### config.mk
export PLATFORM = sky130hd
export DESIGN_NAME = video_pixel_sink_flat
export DESIGN_NICKNAME = d
export VERILOG_FILES = /design/src/rtl/video_pixel_sink_pkg.sv /design/src/rtl/video_pixel_sink_if.sv /design/src/rtl/video_pixel_sink_fifo.sv /design/src/rtl/video_pixel_sink.sv /design/src/flat_wrapper.sv
export SDC_FILE = /design/constraint.sdc
export NUM_CORES = 1
export LEC_CHECK = 0
export CAP_MARGIN = 20
export CORE_AREA = 5 5 130 132
export DETAILED_ROUTE_END_ITERATION = 7
export DIE_AREA = 0 0 135 137
export PLACE_DENSITY = 0.68
export SYNTH_ARGS = -nofsm -noshare
export SYNTH_HDL_FRONTEND = slang
export SYNTH_SLANG_ARGS = --single-unit
export TNS_END_PERCENT = 50
### constraint.sdc
create_clock -name clk -period 3.61 [get_ports clk]
set_input_delay 1.083 -clock clk [delete_from_list [all_inputs] [get_ports clk]]
set_output_delay 1.083 -clock clk [all_outputs]
set_load 0.05 [all_outputs]
### src/rtl/video_pixel_sink_pkg.sv
// Shared definitions for the DPU video-out pixel sink: framebuffer defaults,
// pixel command layout, colour width and FSM state encoding.
// Ports: none (package).
package video_pkg;

  localparam int FB_W_DEF = 160;
  localparam int FB_H_DEF = 120;
  localparam int COL_W    = 8;
  localparam int KBUS_W   = 24;

  // Bit positions of the fields inside a 24-bit pixel command.
  localparam int X_MSB   = 23;
  localparam int X_LSB   = 16;
  localparam int Y_MSB   = 15;
  localparam int Y_LSB   = 8;
  localparam int COL_MSB = 7;
  localparam int COL_LSB = 0;

  typedef struct packed {
    logic [X_MSB-X_LSB:0]     x;
    logic [Y_MSB-Y_LSB:0]     y;
    logic [COL_MSB-COL_LSB:0] col;
  } kbus_t;

  typedef enum logic [1:0] {
    ST_IDLE  = 2'd0,
    ST_DRAIN = 2'd1,
    ST_CLEAR = 2'd2
  } sink_state_t;

endpackage

### src/rtl/video_pixel_sink_if.sv
// Pixel command / clear request bundle between the DPU (master) and the sink (slave).
// Signals: kbus_in (X,Y,Colour), out_enable (valid), pix_ready (sink can accept),
//          clear_req (one-cycle fill request), clear_colour (fill colour).
interface video_pixel_sink_if;

  logic [video_pkg::KBUS_W-1:0] kbus_in;
  logic                         out_enable;
  logic                         pix_ready;
  logic                         clear_req;
  logic [video_pkg::COL_W-1:0]  clear_colour;

  modport master (
    output kbus_in, out_enable, clear_req, clear_colour,
    input  pix_ready
  );

  modport slave (
    input  kbus_in, out_enable, clear_req, clear_colour,
    output pix_ready
  );

endinterface

### src/rtl/video_pixel_sink_fifo.sv
// Synchronous pixel FIFO, DEPTH (power of two) entries of WIDTH bits.
// Latency: written entry visible on dout the cycle after push; dout shows head combinationally.
// Backpressure: push ignored when full, pop ignored when empty; full comes from the registered count.
// Ports: clk, reset (sync, active-high), push/din, pop/dout, full, empty, count.
module pixel_fifo #(
  parameter int DEPTH = 4,
  parameter int WIDTH = 24
) (
  input  logic                     clk,
  input  logic                     reset,
  input  logic                     push,
  input  logic [WIDTH-1:0]         din,
  input  logic                     pop,
  output logic [WIDTH-1:0]         dout,
  output logic                     full,
  output logic                     empty,
  output logic [$clog2(DEPTH):0]   count
);

  localparam int PTR_W = $clog2(DEPTH);
  localparam int CNT_W = PTR_W + 1;

  logic [WIDTH-1:0] mem [DEPTH];
  logic [PTR_W-1:0] wr_ptr;
  logic [PTR_W-1:0] rd_ptr;
  logic             push_ok;
  logic             pop_ok;

  assign full    = (count == CNT_W'(DEPTH));
  assign empty   = (count == '0);
  assign push_ok = push && !full;
  assign pop_ok  = pop && !empty;
  assign dout    = mem[rd_ptr];

  always_ff @(posedge clk) begin
    if (push_ok) begin
      mem[wr_ptr] <= din;
    end
  end

  always_ff @(posedge clk) begin
    if (reset) begin
      wr_ptr <= '0;
      rd_ptr <= '0;
      count  <= '0;
    end else begin
      if (push_ok) wr_ptr <= wr_ptr + PTR_W'(1);
      if (pop_ok)  rd_ptr <= rd_ptr + PTR_W'(1);
      case ({push_ok, pop_ok})
        2'b10:   count <= count + CNT_W'(1);
        2'b01:   count <= count - CNT_W'(1);
        default: count <= count;
      endcase
    end
  end

endmodule

### src/rtl/video_pixel_sink.sv
// Pixel sink: buffers DPU pixel commands and writes them to the framebuffer; also does clear-screen fill.
// Latency: pixel pushed into an empty FIFO while idle is written two cycles after acceptance; 1 pixel/cycle sustained.
// Backpressure: pix_ready drops when the FIFO is full; pixels offered then are dropped and overflow is set sticky.
// Ports: clk, reset (sync, active-high), kbus (slave side of video_pixel_sink_if),
//        fb_we/fb_addr/fb_wdata (registered framebuffer write port), busy, clipped_cnt, overflow.
module video_pixel_sink
  import video_pkg::*;
#(
  parameter int FB_W       = FB_W_DEF,
  parameter int FB_H       = FB_H_DEF,
  parameter int ADDR_W     = 15,
  parameter int FIFO_DEPTH = 4
) (
  input  logic                 clk,
  input  logic                 reset,
  video_pixel_sink_if.slave    kbus,
  output logic                 fb_we,
  output logic [ADDR_W-1:0]    fb_addr,
  output logic [COL_W-1:0]     fb_wdata,
  output logic                 busy,
  output logic [7:0]           clipped_cnt,
  output logic                 overflow
);

  localparam int CNT_W = $clog2(FIFO_DEPTH) + 1;
  localparam logic [ADDR_W-1:0] CLR_LAST = ADDR_W'(FB_W * FB_H - 1);

  sink_state_t          state, state_n;
  logic                 push;
  logic                 pop;
  logic                 clr_load;
  logic [ADDR_W-1:0]    clr_cnt;
  logic [COL_W-1:0]     clr_col;

  logic                 fifo_full;
  logic                 fifo_empty;
  logic [CNT_W-1:0]     fifo_count;
  logic [KBUS_W-1:0]    fifo_dout;
  kbus_t                pop_pix;
  logic                 in_range;
  logic [ADDR_W-1:0]    pix_addr;

  assign kbus.pix_ready = !fifo_full;
  assign push           = kbus.out_enable && !fifo_full;

  pixel_fifo #(
    .DEPTH (FIFO_DEPTH),
    .WIDTH (KBUS_W)
  ) u_fifo (
    .clk   (clk),
    .reset (reset),
    .push  (push),
    .din   (kbus.kbus_in),
    .pop   (pop),
    .dout  (fifo_dout),
    .full  (fifo_full),
    .empty (fifo_empty),
    .count (fifo_count)
  );

  assign pop_pix  = kbus_t'(fifo_dout);
  assign in_range = (32'(pop_pix.x) < FB_W) && (32'(pop_pix.y) < FB_H);
  assign pix_addr = ADDR_W'(pop_pix.y) * ADDR_W'(FB_W) + ADDR_W'(pop_pix.x);

  // fb_we is included so busy covers the final output-register cycle.
  assign busy = !fifo_empty || (state != ST_IDLE) || fb_we;

  always_ff @(posedge clk) begin
    if (reset) begin
      state <= ST_IDLE;
    end else begin
      state <= state_n;
    end
  end

  always_comb begin
    state_n  = state;
    pop      = 1'b0;
    clr_load = 1'b0;
    case (state)
      ST_IDLE: begin
        if (kbus.clear_req) begin
          state_n  = ST_CLEAR;
          clr_load = 1'b1;
        end else if (!fifo_empty) begin
          state_n = ST_DRAIN;
        end
      end
      ST_DRAIN: begin
        pop = !fifo_empty;
        // The pop of this cycle still completes before the fill starts.
        if (kbus.clear_req) begin
          state_n  = ST_CLEAR;
          clr_load = 1'b1;
        end else if (!push && (fifo_empty || fifo_count == CNT_W'(1))) begin
          state_n = ST_IDLE;
        end
      end
      ST_CLEAR: begin
        if (clr_cnt == CLR_LAST) begin
          state_n = (!fifo_empty || push) ? ST_DRAIN : ST_IDLE;
        end
      end
      default: state_n = ST_IDLE;
    endcase
  end

  always_ff @(posedge clk) begin
    if (reset) begin
      clr_cnt <= '0;
      clr_col <= '0;
    end else if (clr_load) begin
      clr_cnt <= '0;
      clr_col <= kbus.clear_colour;
    end else if (state == ST_CLEAR) begin
      clr_cnt <= clr_cnt + ADDR_W'(1);
    end
  end

  always_ff @(posedge clk) begin
    if (reset) begin
      fb_we       <= 1'b0;
      fb_addr     <= '0;
      fb_wdata    <= '0;
      clipped_cnt <= '0;
      overflow    <= 1'b0;
    end else begin
      fb_we <= 1'b0;
      if (state == ST_CLEAR) begin
        fb_we    <= 1'b1;
        fb_addr  <= clr_cnt;
        fb_wdata <= clr_col;
      end else if (pop) begin
        if (in_range) begin
          fb_we    <= 1'b1;
          fb_addr  <= pix_addr;
          fb_wdata <= pop_pix.col;
        end else if (clipped_cnt != 8'hFF) begin
          clipped_cnt <= clipped_cnt + 8'd1;
        end
      end
      if (kbus.out_enable && fifo_full) begin
        overflow <= 1'b1;
      end
    end
  end

endmodule

### src/flat_wrapper.sv
// flat-port wrapper written by rule: the top's interface ports become plain ports
module video_pixel_sink_flat import video_pkg::*;
#(
  parameter int FB_W       = FB_W_DEF,
  parameter int FB_H       = FB_H_DEF,
  parameter int ADDR_W     = 15,
  parameter int FIFO_DEPTH = 4
)
  (clk, reset, fb_we, fb_addr, fb_wdata, busy, clipped_cnt, overflow, kbus_kbus_in, kbus_out_enable, kbus_clear_req, kbus_clear_colour, kbus_pix_ready);
  video_pixel_sink_if kbus_i ();
  input  logic clk;
  input  logic reset;
  output logic fb_we;
  output logic [ADDR_W-1:0] fb_addr;
  output logic [COL_W-1:0] fb_wdata;
  output logic busy;
  output logic [7:0] clipped_cnt;
  output logic overflow;
  input wire logic [$bits(kbus_i.kbus_in)-1:0] kbus_kbus_in;
  input wire logic [$bits(kbus_i.out_enable)-1:0] kbus_out_enable;
  input wire logic [$bits(kbus_i.clear_req)-1:0] kbus_clear_req;
  input wire logic [$bits(kbus_i.clear_colour)-1:0] kbus_clear_colour;
  output wire logic [$bits(kbus_i.pix_ready)-1:0] kbus_pix_ready;
  assign kbus_i.kbus_in = kbus_kbus_in;
  assign kbus_i.out_enable = kbus_out_enable;
  assign kbus_i.clear_req = kbus_clear_req;
  assign kbus_i.clear_colour = kbus_clear_colour;
  assign kbus_pix_ready = kbus_i.pix_ready;
  video_pixel_sink #(.FB_W(FB_W), .FB_H(FB_H), .ADDR_W(ADDR_W), .FIFO_DEPTH(FIFO_DEPTH)) u_core (.clk(clk), .reset(reset), .kbus(kbus_i), .fb_we(fb_we), .fb_addr(fb_addr), .fb_wdata(fb_wdata), .busy(busy), .clipped_cnt(clipped_cnt), .overflow(overflow));
endmodule
==> impl_metrics.csv <==
group,metric,value,unit
min_path,hp-class,"reg2reg",
power_and_ir_drop,ir_drop,0.363,mV
timing,tightest_slew,542,ps
die,die-area,0.0185,sq mm
timing,relSlewSlack,63.9,%
timing,setup_slack,165,ps
job,drv_cap,0,
global_route,gr-total-overflow,0,
global_route,met1_usage,20.9,%
global_route,grt_pass1_vias,4522,
timing,fin_skew,8.83,ps
worst_setup_path,cp_cell_sequence,"inv_1 -> ha_1 -> nand2b_1 -> or4_1 -> clkdlybuf4s50_1",
clock_tree,cts_tree,"yes",
synth,synth_top_area_share,41.3,%
routing,via_per_inst,5.24,
die,core-area,0.0156,sq mm
global_route,grt_max_degree,46,
finish,n_fill_cell,1287,
global_route,gr-usage-met2,27.9,%
timing,max_freq,290,MHz
timing,rsz0062_at_grt,"no",
finish,diodes,0,
timing,drv_slew,0,
clock_tree,cts_made_buffers,17,
power_and_ir_drop,power_density,550,mW/mm^2
clock_tree,cts_root_buf,"clkbuf_16",
worst_setup_path,crit_path_start_kind,"flip-flop",
routing,drtIter0Drc,276,
finish,syn_to_final_growth,22.2,%
worst_setup_path,path_class,"reg2out",
clock_tree,clk_pin_slew,60,ps
global_route,grt_pass1_wl,23.6,mm
global_route,antenna_found_initial,0,
worst_setup_path,cp.required,2530,ps
clock_tree,htree_levels,4,
routing,ant_nets,0,
synth,yosysWarnings,0,
worst_setup_path,cpPeakStageDelay,730,ps
synth,synth.avg_cell_area,13.3,sq um
global_route,grt-busiest-layer,"met2",
place,place_congestion,0.792,
worst_setup_path,crit_fanout,4,
synth,synth-edff-count,96,
timing,min_period,3450,ps
routing,wl,14.8,mm
die,initial_utilization,44.8,%
worst_setup_path,critical-path-top-delay-family,"buffers and inverters",
routing,vias,4384,
synth,synth_area_leaders,"edfxtp_1, dfxtp_1, mux4_2, ha_1, nor2_1",
global_route,grt_usage,16.7,%
clock_tree,insertion_delay,420,ps
synth,yosys.area.top_type,"edfxtp_1",
clock_tree,clk_path_buf_depth,2,
synth,syn_nets,589,
synth,syn_inst,525,
power_and_ir_drop,p_leak,3.05,nW
worst_setup_path,critPathSlowestCell,"clkdlybuf4s50_1",
global_route,met3_usage,5.11,%
clock_tree,cts_setup_buffers,0,
finish,nets,672,
die,num_rows,46,
finish,drive_gt1_share,12.4,%
die,io_pins,71,
timing,setup_viol,0,
status,status,"finished, final reports clean",
timing,setup_tns,0,ps
synth,yosys_register_bits,163,
die,die_h,137,microns
timing,finalHoldViolCount,0,
die,die_w,135,microns
synth,synthFlopType,"edfxtp_1",
timing,final.period_utilization,95.4,%
routing,post_drt_wl_per_cell,17.7,microns
place,port_buffers,70,
power_and_ir_drop,total_power,0.00470,W
synth,async_reset_ff_share,0,%
worst_setup_path,crit_buf_inv,2,
clock_tree,cts_num_sinks,163,
worst_setup_path,endpoint_kind,"output port",
clock_tree,holdBufCountCts,0,
routing,drc_errors,0,
synth,yosysUniqueCellTypes,58,
place,hpwl,10.0,mm
finish,final_core_utilization,54.7,%
synth,seq_area_frac_synth,60.5,%
synth,synth_area,0.00699,sq mm
routing,dr.pass1.iters,4,
place,dp_slack,145,ps
worst_setup_path,arrival,2360,ps
[cell families after synthesis]
| group | after synthesis | synth area share, % |
|---|---|---|
| simple gates | 155 | 11.1 |
| xor+xnor | 33 | 4.14 |
| buf+inv | 37 | 2.47 |
| flops | 163 | 60.5 |
| fa+ha+maj | 28 | 5.23 |
| compound gates | 71 | 6.88 |
| mux | 38 | 9.74 |
[routing by layer]
| layer | wire, microns | share of wire (%) | up-vias |
|---|---|---|---|
| met5 | 0 | 0 | - |
| li1 | - | - | 2119 |
| met1 | 6480 | 44 | 2145 |
| met4 | 193 | 1.3 | 0 |
| met3 | 708 | 4.8 | 16 |
| met2 | 7400 | 50 | 104 |
[per-stage QoR]
step	hold slack, ps	instances	area [sq um]
2_1_floorplan	437	525	6990
3_3_place_gp	446	805	7960
3_5_place_dp	454	805	7960
4_1_cts	462	837	8530
5_1_grt	490	837	8540
6_report	459	837	8540
[worst register-to-register path, cell delays in order, from the launching register on]
cell and delay [ps]:
dfxtp_1 500, buf_4 330, mux4_2 410, ha_1 320, ha_1 350, o21ai_0 330
nor2_1 120, nor4_2 380, nand3_1 140, xnor2_1 140, o31ai_1 190
[cell usage in the layout (no fill, tap or decap), drive strengths merged, types with 15 or more instances in the layout]
master / netlist / final
xor2: 21 / 21
mux4: 24 / 24
inv: 16 / 17
buf: 6 / 15
dfxtp: 67 / 67
a21oi: 22 / 22
ha: 26 / 26
clkbuf: 15 / 22
edfxtp: 96 / 96
nor2: 60 / 60
clkdlybuf4s50: 0 / 70
a211oi: 15 / 15
nand2: 39 / 39
[layout make-up]
type                    instances  area, sq um  share of cell area [%]
repair buffers                 85          813                    9.52
multi-input cells             325         2590                    30.4
inverters                      16         60.1                   0.703
clock buffers                  22          465                    5.45
well taps                     216          270                    3.16
clock inverters                10          110                    1.29
flip-flops and latches        163         4230                    49.5
[timing repair]
item	in CTS	in global routing
endpoints found under the setup margin	0	2
resized for setup	0	2
endpoints found under the hold margin	0	0
[synthesized netlist by cell type, types with 12 or more instances]
cell	n
nor2_1	60
edfxtp_1	96
mux4_2	24
a211oi_1	15
mux2i_1	14
xnor2_1	12
dfxtp_1	67
a21oi_1	22
ha_1	26
clkbuf_1	14
xor2_1	21
inv_1	14
nand2_1	39
[registers in the layout, indices dropped and copies added (netlist names), named ones only]
signal                count
u_core.fb_addr           15
u_core.u_fifo.rd_ptr      2
u_core.u_fifo.wr_ptr      2
u_core.clr_col            8
u_core.overflow           1
u_core.fb_we              1
u_core.state              2
u_core.fb_wdata           8
u_core.u_fifo.count       3
u_core.clr_cnt           15
u_core.u_fifo.mem        96
u_core.clipped_cnt        8
[where the power goes]
part	switching [W]	internal, W	leakage, nW
Sequential	0.0000516	0.00208	1.43
Combinational	0.000493	0.000339	1.35
Clock	0.000686	0.00105	0.273
[worst paths after layout]
kind | from | to | slack, ps | cells past startpoint
max | u_core.u_fifo.count[0] | busy | 160 | 5
min | u_core.clr_col[6] | u_core.clr_col[6] | 460 | 2
max reg2reg | flip-flop | u_core.fb_addr[14] | 320 | 10
min reg2reg | u_core.clr_col[6] | u_core.clr_col[6] | 460 | 2
No activity file was read; power rests on OpenSTA's default activity.
